File: config.mk
export PLATFORM = sky130hd
export DESIGN_NAME = add_pipe_seg
export DESIGN_NICKNAME = d
export VERILOG_FILES = /design/src/rtl/add_pipe_seg.sv
export SDC_FILE = /design/constraint.sdc
export NUM_CORES = 1
export LEC_CHECK = 0
export ABC_CLOCK_PERIOD_IN_PS = 2600
export BUFFER_PORTS_ARGS = -buffer_cell sky130_fd_sc_hd__buf_4
export CAP_MARGIN = 20
export CORE_MARGIN = 1
export CORE_UTILIZATION = 59
export CTS_CLUSTER_DIAMETER = 50
export CTS_CLUSTER_SIZE = 25
export DETAILED_ROUTE_END_ITERATION = 8
export PLACE_DENSITY_LB_ADDON = 0.3
export SYNTH_ARGS = -nofsm -noshare
export SYNTH_HDL_FRONTEND = slang
export SYNTH_SLANG_ARGS = --single-unit
export TNS_END_PERCENT = 20
File: constraint.sdc
create_clock -name i_clk -period 2.6 [get_ports i_clk]
set_input_delay 0.13 -clock i_clk [delete_from_list [all_inputs] [get_ports i_clk]]
set_output_delay 0.13 -clock i_clk [all_outputs]
set_load 0.005 [all_outputs]
File: src/rtl/add_pipe_seg.sv
// Segmented pipelined adder/subtractor: one SEG-bit ripple segment per stage, carry registered between stages.
// Latency NSEG register stages: an op accepted at edge t presents o_valid after edge t+NSEG-1.
// Per-stage valid with a collapsing enable chain; o_ready falls only when every stage is full and i_ready=0.
module add_pipe_seg #(
    parameter int W   = 48,
    parameter int SEG = 12
) (
    input  logic         i_clk,
    input  logic         i_rst_n,
    input  logic         i_valid,
    output logic         o_ready,
    input  logic [W-1:0] i_data_one,
    input  logic [W-1:0] i_data_two,
    input  logic         i_carry,
    input  logic         i_sub,
    output logic         o_valid,
    input  logic         i_ready,
    output logic [W-1:0] o_data,
    output logic         o_carry
);

    localparam int NSEG = (SEG >= 1) ? (W / SEG) : 1;

    // Reject geometries that do not split into whole segments.
    if (SEG < 1) begin : g_bad_seg
        $error("add_pipe_seg: SEG must be at least 1");
    end else if ((W % SEG) != 0) begin : g_bad_div
        $error("add_pipe_seg: W must be a multiple of SEG");
    end

    // Stage s holds: its valid bit, the carry out of segment s-1, the result with
    // segments 0..s-1 filled in, and the operands still needed by later stages.
    logic [NSEG:1]  v_q, v_d;
    logic [NSEG:1]  c_q, c_d;
    logic [W-1:0]   a_q [1:NSEG];
    logic [W-1:0]   a_d [1:NSEG];
    logic [W-1:0]   b_q [1:NSEG];
    logic [W-1:0]   b_d [1:NSEG];
    logic [W-1:0]   r_q [1:NSEG];
    logic [W-1:0]   r_d [1:NSEG];
    logic [NSEG:1]  en;
    logic [W-1:0]   bx;

    // Add one segment of a and b with carry-in c, merging the sum into the partial result r.
    function automatic logic [W:0] seg_add(input logic [W-1:0] a, input logic [W-1:0] b,
                                           input logic [W-1:0] r, input logic c, input int idx);
        logic [SEG:0]  sum;
        logic [W-1:0]  res;
        sum = {1'b0, a[idx*SEG +: SEG]} + {1'b0, b[idx*SEG +: SEG]} + {{SEG{1'b0}}, c};
        res = r;
        res[idx*SEG +: SEG] = sum[SEG-1:0];
        return {sum[SEG], res};
    endfunction

    // Enable chain from the output back to the input: an empty stage always
    // loads, a full one loads only if the stage after it moves too.
    always_comb begin
        logic e;
        e  = i_ready;
        en = '0;
        for (int s = NSEG; s >= 1; s--) begin
            e     = ~v_q[s] | e;
            en[s] = e;
        end
    end

    // Next state of every stage; data registers only load when a valid op
    // moves in, so bubbles and idle inputs leave them untouched.
    always_comb begin
        v_d = v_q;
        c_d = c_q;
        a_d = a_q;
        b_d = b_q;
        r_d = r_q;
        bx  = i_sub ? ~i_data_two : i_data_two;
        if (en[1]) begin
            v_d[1] = i_valid;
            if (i_valid) begin
                {c_d[1], r_d[1]} = seg_add(i_data_one, bx, '0, i_carry, 0);
                a_d[1]           = i_data_one;
                b_d[1]           = bx;
            end
        end
        for (int s = 2; s <= NSEG; s++) begin
            if (en[s]) begin
                v_d[s] = v_q[s-1];
                if (v_q[s-1]) begin
                    {c_d[s], r_d[s]} = seg_add(a_q[s-1], b_q[s-1], r_q[s-1], c_q[s-1], s-1);
                    a_d[s]           = a_q[s-1];
                    b_d[s]           = b_q[s-1];
                end
            end
        end
    end

    // Pipeline registers; reset discards everything in flight.
    always_ff @(posedge i_clk or negedge i_rst_n) begin
        if (!i_rst_n) begin
            v_q <= '0;
            c_q <= '0;
            for (int s = 1; s <= NSEG; s++) begin
                a_q[s] <= '0;
                b_q[s] <= '0;
                r_q[s] <= '0;
            end
        end else begin
            v_q <= v_d;
            c_q <= c_d;
            a_q <= a_d;
            b_q <= b_d;
            r_q <= r_d;
        end
    end

    assign o_ready = en[1];
    assign o_valid = v_q[NSEG];
    assign o_data  = r_q[NSEG];
    assign o_carry = c_q[NSEG];

endmodule

Yosys cells after proc, flatten, opt, wreduce, memory -nomap -nowiden
Index checks and enable logic that the tools add are counted.

storage, ports and cells
  bits in registers = 416
  input port bits = 102
  bits in latches = 0
  RAM bits = 0
  memories = 0
  logic and storage cells = 40
  memory bits (read-only) = 0
  output and inout port bits = 51

operators by class
  multiply operators = 0
  add/subtract/negate cells = 8
  reductions and logical operators = 4
  equal/unequal tests = 0
  div/mod/pow operators = 0
  mux-type cells = 1
  bitwise logic cells = 9
  $lt $le $gt $ge = 0
  shift operators = 0

operator list
  kind                                       count
  12-bit by 12-bit adder with 13-bit output  4
  13-bit by 1-bit adder with 13-bit output   4
  48-bit two-way mux                         1
  48-bit inverter                            1
  2-bit AND reduction                        4
  1-bit inverter                             4
  1-bit bitwise OR                           4

Longest topological paths before layout
Gate-level depths: netlist of run 1.

  depth after elaboration = 6
  gate-level depth with buffers = 11
  mapped depth without buffers = 8

Worst setup path after synthesis of run 1
Ideal clock, no wire load.

  path kind = input-to-reg
  from = in i_sub
  to = reg c_q[1] (netlist name)
  path buffers = 3
  cell stages on the path = 11
  data arrival time = 2.517 ns
  library setup time = 0.129 ns
  slack = -0.047 ns
  required time = 2.471 ns
  cell sequence = clkbuf_1 > buf_2 > buf_2 > xnor2_1 > fa_1 > fa_1 > nor2b_4 > o31a_1 > o311a_1 > o21a_1 > o41a_1

between the ends
  longest elaborated chain between the ends = 3

RTL lines
  element                                    line  source
  start, declared                            15    input logic i_sub,
  48-bit two-way mux                         75    bx = i_sub ? ~i_data_two : i_data_two;
  12-bit by 12-bit adder with 13-bit output  49    sum = {1'b0, a[idx*SEG +: SEG]} + {1'b0, b[idx*SEG +: SEG]} + {{SEG{1'b0}}, c};
  13-bit by 1-bit adder with 13-bit output   49
  end signal, assigned                       100   c_q <= '0;
  end signal, assigned                       108   c_q <= c_d;
  end, declared                              34    logic [NSEG:1] c_q, c_d;

Every way passes these cells.
A chain may end at the register's enable or synchronous reset.

Final worst setup path of run 1
  from = reg c_q[3] (netlist name)
  to = reg r_q (netlist bit o_data[46])

between the ends
  longest elaborated chain between the ends = 1

RTL lines
  element                                   line  source
  13-bit by 1-bit adder with 13-bit output  49
  end signal, assigned                      111   r_q <= r_d;
  end, declared                             39    logic [W-1:0] r_q [1:NSEG];

Every way passes these cells.

==> results.tsv, run 1 <==
metric	value	unit
cts_htree_levels	1	
syn_to_final_growth	20.5	%
insertion_delay	520	ps
yosysSeqAreaShare	52.3	%
nFillCells	1526	
dpl.cell_count	1719	
ys_types	56	
drt_iter0_drc	765	
timing.setup.tns	0	ps
timing.final.crit_share	94.7	%
fin_nets	1697	
final.setup_skew	13.3	ps
setup_violations	0	
synth_area	13000	um^2
hpwl	19.9	mm
dr_total_vias	9899	
finalMaxSlewViolations	0	
syn_area_per_cell	9.44	um^2
synth_top_area_cell	dfrtp_1	
root_buffer	clkbuf_16	
crit_type	reg -> reg	
seqPwrFrac	44.7	%
grt_pass1_vias	9550	
core-area	21400	um^2
dieArea	22700	um^2
cp_top_family	adder cells	
fin_crit	2460	ps
mostFrequentLayoutCell	nand2_1	
hold_class	in -> reg	
internal_power	9450	uW
startpoint_type	register	
r2r_slack	140	ps
vdd_ir_drop_max	0.000460	V
r2r_cells	7	
die_x	151	um
wl_per_cell	15.8	um
clockBufferDepth	3	
whs_endpoint	c_q[1]	
ys_top_cells_by_area	dfrtp_1 52%, nand2_1 15%, ha_1 4.2%	
synth-seq-cells	272	
slowest_delay	500	ps
drv_cap	0	
grt_pass1_wl	47.5	mm
numCtsBuffers	22	
critPathMostFrequentCell	fa_1	
wirelength	28.9	mm
crit_required	2990	ps
rr_endpoint	o_data[46]	
cts_tree	yes	
pre_cts_slack	172	ps
layout_common_cells	527 x nand2_1, 272 x dfrtp_1, 169 x buf_4	
path_clk_slew	80	ps
io_buffers	152	
diodes	0	
utilization	73.4	%
layout.cells.non_filler	1833	
power_density	920	nW/um^2
switching_share	34.4	%
cts.sinks	272	
path_max_fanout	3	
ant_nets	0	
outcome	complete, no violations	
antenna_found_initial	0	
vias_per_cell	5.40	
drc	0	
yosys_warnings	0	
start_util	60.9	%
die_h	151	um
io_pins	153	
synth_ff_type	dfrtp_1	
rsz0062_at_grt	no	
track_usage	26.6	%
drive_above_1_share	16.8	%
num_rows	53	
grt_start_max_net_pins	98	
cp_cell_sequence	fa_1 > fa_1 > a21oi_1 > o21ai_0 > a221oi_1 > or4b_1 > nand3_1	
worst-path-buf-inv	0	
synth.top_cell.area_share	52.3	%
cp_data_arrival_time	2860	ps
final.setup.worst_slack	137	ps
drt-pass1-iter-count	5	
worstHoldPathCells	3	
r2r_start	c_q[3]	
end_kind	register	
gp_congestion	0.859	
synth_cells	1379	
max_slew_margin	53.3	%
comb_power_share	30.9	%
gr-total-overflow	0	
netSwitchingPower	4970	uW
synth_edf_count	0	
max_clock_freq	406	MHz
syn_nets	1533	
clkPwrFrac	24.4	%
p_leak	0.00787	uW
cpMaxStageDelayCell	fa_1	
ys_async_sr_fraction	100	%
worst_pin_slew	698	ps
hold_viol_final	0	
min_from	i_data_one[11]	
-- worst max path at each step --
stage,from,end,slack (ps),cells after the start
after floorplan,i_sub,c_q[1],20,11
after global placement,c_q[3],o_data[46],260,7
after detailed placement,c_q[3],o_data[46],170,7
after CTS,c_q[3],o_data[46],160,7
after global routing,c_q[3],c_q[4],50,7
final,c_q[3],o_data[46],140,7
-- state kept, by name (all words and copies together) (netlist names) --
name	count
a_q	72
b_q	72
c_q	4
o_data	48
r_q	72
v_q	4
-- metrics by stage --
step	cell area, um^2	hold WS [ps]	power [uW]
after floorplan	13000	-166	9480
final	15700	41.2	14400
after global routing	15700	37.0	15300
after detailed placement	14200	88.6	10800
after CTS	15700	27.8	14500
after global placement	14200	84.8	10600
-- final cells by class --
class                      count  area (um^2)  share of cell area [%]
clock buffer                  23          576                    3.67
clock inverter                16          201                    1.28
inverter                      16         60.1                   0.383
multi-input combinational    981         5560                    35.4
sequential                   272         6810                    43.4
tap                          275          344                    2.19
timing repair buffer         250         2130                    13.6
-- worst reg2reg max path: cells and delay by family, from the launching register on --
family | cells | cell delay (ps)
AO/OA/AOI/OAI | 3 | 760
AND/OR/NAND/NOR | 2 | 260
adder cells (fa/ha/maj) | 2 | 920
flip-flops | 1 | 410
-- synth_stat cells (4+ instances only) --
| cell type | instances |
|---|---|
| a211oi_1 | 7 |
| a21o_1 | 11 |
| a21oi_1 | 26 |
| a31oi_1 | 7 |
| and3_1 | 5 |
| buf_1 | 12 |
| buf_2 | 19 |
| buf_4 | 48 |
| clkbuf_1 | 31 |
| dfrtp_1 | 272 |
| fa_1 | 8 |
| ha_1 | 44 |
| inv_1 | 16 |
| mux2_2 | 39 |
| nand2_1 | 530 |
| nand2b_1 | 6 |
| nand3_1 | 8 |
| nand3b_1 | 4 |
| nand4_1 | 4 |
| nand4b_1 | 4 |
| nor2_1 | 31 |
| nor2b_1 | 4 |
| nor3_1 | 10 |
| nor3b_1 | 5 |
| o21a_1 | 13 |
| o21ai_0 | 78 |
| o21bai_1 | 8 |
| o31ai_1 | 7 |
| or3_1 | 6 |
| xnor2_1 | 45 |
| xor2_1 | 25 |
-- what timing repair did --
item | 4_1_cts | 5_1_grt
setup endpoints to repair | 0 | 0
resized for setup | 0 | 0
hold buffers | 75 | 0
buffers inserted | 0 | 0
hold endpoints to repair | 128 | 0
-- routing by layer --
metal	track usage, %	share of wire (%)
met5	0	0
met1	41.1	49
met2	39.9	44
met3	3.33	5.7
met4	6.77	2.1
-- power groups by stage --
| stage | Combinational [uW] | Sequential, uW | Clock [uW] |
|---|---|---|---|
| floorplan | 3350 | 6130 | 0 |
| global placement | 4170 | 6440 | 0 |
| detailed placement | 4300 | 6500 | 0 |
| CTS | 4440 | 6430 | 3580 |
| global route | 5010 | 6590 | 3730 |
| finish | 4450 | 6440 | 3520 |
-- cells by family (layout without fill, tap and decap cells) --
logic type               Yosys count  in the layout  synth area share (%)
AO/OA/AOI/OAI                    188            188                  9.11
XOR/XNOR                          70             70                  4.71
adder cells (fa/ha/maj)           52             52                  5.46
buffers and inverters            126            305                  5.20
flip-flops                       272            272                  52.3
multiplexers                      40             40                  3.45
AND/OR/NAND/NOR                  631            631                  19.8
Power figures use the tool's default switching activity.
==> run 2: changes to the inputs <==
- PLACE_DENSITY: unset -> 0.81
- PLACE_DENSITY_LB_ADDON: 0.3 -> unset
==> run 2 against run 1 <==
Flip-flop and latch count is the same. Core utilization is essentially flat. Die area is the same. Non-clock buffer count shrank 4. Critical endpoint is now r_q[116]. Critical path depth is the same. Sequential power is essentially flat. Sequential share of layout area is essentially flat. Critical path type unchanged. Highest routed layer unchanged.
==> results.tsv, run 2 (synthesis gave the netlist of run 1 again) <==
metric	value	unit
outcome	complete, no violations	
io_pins	153	
fin_crit	2440	ps
io_buffers	152	
switching_share	34.0	%
cts_htree_levels	1	
ant_nets	0	
diodes	0	
hold_viol_final	0	
cp_data_arrival_time	2870	ps
drt_iter0_drc	863	
numCtsBuffers	22	
clockBufferDepth	3	
clkPwrFrac	24.4	%
grt_pass1_wl	48.3	mm
max_slew_margin	49.9	%
vias_per_cell	5.48	
r2r_cells	7	
end_kind	register	
timing.final.crit_share	94.0	%
gp_congestion	0.925	
start_util	60.9	%
layout.cells.non_filler	1830	
largestRegisters	a_q x72, b_q x72, r_q x72	
internal_power	9550	uW
wirelength	29.6	mm
comb_power_share	31.2	%
wl_per_cell	16.2	um
cts.sinks	272	
track_usage	27.1	%
p_leak	0.00786	uW
hold_class	in -> reg	
drt-pass1-iter-count	5	
die_x	151	um
cts_tree	yes	
syn_to_final_growth	20.5	%
fin_nets	1693	
seqPwrFrac	44.5	%
netSwitchingPower	4930	uW
gr-total-overflow	0	
grt_pass1_vias	9718	
setup_violations	0	
drive_above_1_share	16.6	%
dpl.cell_count	1715	
path_max_fanout	5	
drv_cap	0	
crit_required	3030	ps
mostFrequentLayoutCell	nand2_1	
vdd_ir_drop_max	0.000520	V
crit_type	reg -> reg	
final.setup_skew	31.7	ps
timing.setup.tns	0	ps
worstHoldPathCells	3	
dieArea	22700	um^2
hpwl	19.6	mm
worst_pin_slew	751	ps
grt_start_max_net_pins	96	
drc	0	
path_clk_slew	90	ps
max_clock_freq	409	MHz
insertion_delay	520	ps
core-area	21400	um^2
die_h	151	um
root_buffer	clkbuf_16	
finalMaxSlewViolations	0	
layout_common_cells	527 x nand2_1, 272 x dfrtp_1, 164 x buf_4	
post_cts_buffers	0	
power_density	923	nW/um^2
startpoint_type	register	
p_total	14500	uW
rsz0062_at_grt	no	
antenna_found_initial	0	
num_rows	53	
nFillCells	1506	
dr_total_vias	10023	
## run 2: cell types whose count changed in the layout (fill, tap and decap cells not counted), sizes merged
| cell | delta |
|---|---|
| bufinv | +1 |
| clkbuf | +4 |
| clkinv | +2 |
| inv | -6 |
| buf | -4 |
## run 2: repair_timing
| action | in CTS | in global routing |
|---|---|---|
| setup endpoints to repair | 0 | 3 |
| hold endpoints to repair | 165 | 0 |
| resized for setup | 0 | 2 |
| hold buffers | 75 | 0 |
## run 2: metal layers
metal	part of all wire (%)	GRT usage, %	vias to the layer above
li1	-	-	4813
met1	45	39.8	4765
met2	45	41.2	376
met3	6.8	4.21	69
met4	2.9	9.34	0
met5	0	0	-
## run 2: final cells by class
class | instances | area, um^2 | area share [%]
Tap cell | 275 | 344 | 2.19
Inverter | 16 | 60.1 | 0.383
Multi-Input combinational cell | 981 | 5570 | 35.5
Clock buffer | 27 | 601 | 3.83
Timing Repair Buffer | 246 | 2120 | 13.5
Sequential cell | 272 | 6810 | 43.4
Clock inverter | 13 | 189 | 1.20
## run 2: final timing paths
check	startpoint	end	slack, ps
worst min register to register	r_q[113]	r_q[65]	470
min in group asynchronous	i_rst_n	b_q[161]	200
worst max register to register	c_q[1]	r_q[116]	160
worst min-delay path	i_data_one[11]	c_q[1]	40
worst max-delay path	c_q[1]	r_q[116]	160
max in group asynchronous	i_rst_n	o_data[31]	1470
## run 2: critical path, cell delays in order, from the launching register on
cell,delay [ps]
dfrtp_1,410
fa_1,510
fa_1,440
a21oi_1,230
nand4b_1,180
nand3_2,140
and3_1,190
o31ai_1,240
## run 2: power groups by stage
stage	logic, uW	registers [uW]	clock network, uW
4_1_cts	4480	6420	3570
5_1_grt	5030	6580	3750
2_1_floorplan	3350	6130	0
3_5_place_dp	4320	6480	0
3_3_place_gp	4140	6430	0
6_report	4510	6440	3530
## run 2: stage by stage
step | utilization (%) | setup WS (ps) | hold slack (ps) | cell area, um^2
6_report | 73.4 | 157 | 39.4 | 15700
5_1_grt | 73.4 | 48.8 | 31.5 | 15700
4_1_cts | 73.4 | 123 | 29.2 | 15700
3_5_place_dp | 66.2 | 138 | 205 | 14100
3_3_place_gp | 66.2 | 256 | 199 | 14100
2_1_floorplan | - | 24.0 | -166 | 13000
==> run 3: changes to the inputs <==
- CORE_ASPECT_RATIO: unset -> 0.6
==> run 3 against run 2 <==
Via count is 1.5% higher. Combinational power grew 4%. Die area about the same. Sequential share of layout area grew 0.50 points. Non-clock buffer count decreased by 4. Global-route usage rose by 2.0 points. Critical endpoint unchanged. Setup slack got worse by 26 ps. Largest cell class unchanged.
==> results.tsv, run 3 (synthesis gave the netlist of run 1 again) <==
metric	value	unit
wirelength	32.2	mm
hold_class	in -> reg	
drt-met1-wl	15.5	mm
wl_met3	3.20	mm
rsz0062_at_grt	no	
finalMaxSlewViolations	0	
end_kind	register	
cts_htree_levels	1	
start_util	61.1	%
diodes	0	
io_pins	153	
wl_per_cell	17.7	um
numCtsBuffers	18	
grt_pass1_vias	9667	
drt_iter0_drc	987	
max_clock_freq	405	MHz
die_h	117	um
drc	0	
hpwl	22.1	mm
layout_common_cells	527 x nand2_1, 272 x dfrtp_1, 162 x buf_4	
timing.setup.tns	0	ps
dr_total_vias	10174	
outcome	complete, no violations	
largestRegisters	a_q x72, b_q x72, r_q x72	
io_buffers	152	
root_buffer	clkbuf_16	
utilization	72.8	%
startpoint_type	register	
power_density	916	nW/um^2
cts_tree	yes	
num_rows	41	
ant_nets	0	
path_clk_slew	90	ps
cts.sinks	272	
grt_start_max_net_pins	82	
drive_above_1_share	16.2	%
die_x	194	um
p_leak	0.00777	uW
max_slew_margin	51.7	%
dieArea	22700	um^2
gp_congestion	0.935	
antenna_found_initial	1	
crit_required	3000	ps
crit_end	r_q[116]	
track_usage	29.1	%
crit_type	reg -> reg	
rr_endpoint	r_q[116]	
met2_wirelength	12.9	mm
r2r_cells	7	
grt_pass1_wl	51.9	mm
hold_viol_final	0	
drv_cap	0	
setup_violations	0	
core-area	21300	um^2
r2r_start	c_q[1]	
fin_nets	1685	
worst_pin_slew	725	ps
final.setup_skew	20.5	ps
vias_per_cell	5.59	
drt-pass1-iter-count	6	
mostFrequentLayoutCell	nand2_1	
syn_to_final_growth	19.1	%
gr-total-overflow	0	
clockBufferDepth	3	
cp_data_arrival_time	2870	ps
maxUsedRoutingLayer	met5	
timing.final.crit_share	95.0	%
path_max_fanout	5	
insertion_delay	500	ps
fin_crit	2470	ps
vdd_ir_drop_max	0.000428	V
crit_start	c_q[1]	
r2r_slack	130	ps
run 3: per-stage QoR:
stage	total power (uW)	instance area [um^2]	hold slack (ps)	std cells	setup WS, ps
6_report	14200	15500	22.9	1820	131
3_5_place_dp	11000	14200	151	1719	76.4
5_1_grt	15100	15500	24.6	1820	32.3
4_1_cts	14100	15500	4.98	1820	54.9
3_3_place_gp	10800	14200	150	1719	220
2_1_floorplan	9480	13000	-166	1379	24.0
run 3: worst max-delay path, cell delays in order, from the launching register on:
cell,delay (ps)
dfrtp_1,410
fa_1,500
fa_1,440
a21oi_1,210
nand4b_1,170
nand3_1,210
and3_1,240
o31ai_1,210
run 3: layout make-up:
cell class,instances,area (um^2)
clock buffer,20,489
clock inverter,10,133
fill,1512,5790
inverter,16,60.1
multi-input combinational,981,5560
sequential,272,6810
tap,279,349
timing repair buffer,242,2100
run 3: power breakdown:
group          total [uW]  internal (uW)  switching [uW]  leakage (uW)
combinational        4670           2170            2500       0.00411
clock                3020           1450            1570      0.000299
sequential           6510           5540             965       0.00336
total               14200           9160            5040       0.00777
run 3: worst min-delay path by stage:
stage | from | to | depth (start not counted)
6_report | i_data_two[34] | b_q[178] | 3
5_1_grt | i_data_two[34] | b_q[178] | 3
4_1_cts | i_data_two[24] | b_q[168] | 3
3_5_place_dp | i_rst_n | b_q[161] | 1
3_3_place_gp | i_rst_n | b_q[161] | 1
2_1_floorplan | i_rst_n | a_q[120] | 0
run 3: repair_timing:
action | 4_1_cts | 5_1_grt
hold buffers | 71 | 0
hold endpoints to repair | 145 | 0
endpoints found under the setup margin | 0 | 2
gates resized for setup | 0 | 2
buffers inserted | 0 | 0
run 3: routing by layer:
metal	vias up	global-route usage [%]
met5	-	0
li1	4808	-
met4	2	5.39
met3	61	6.56
met1	4830	46.0
met2	473	41.1
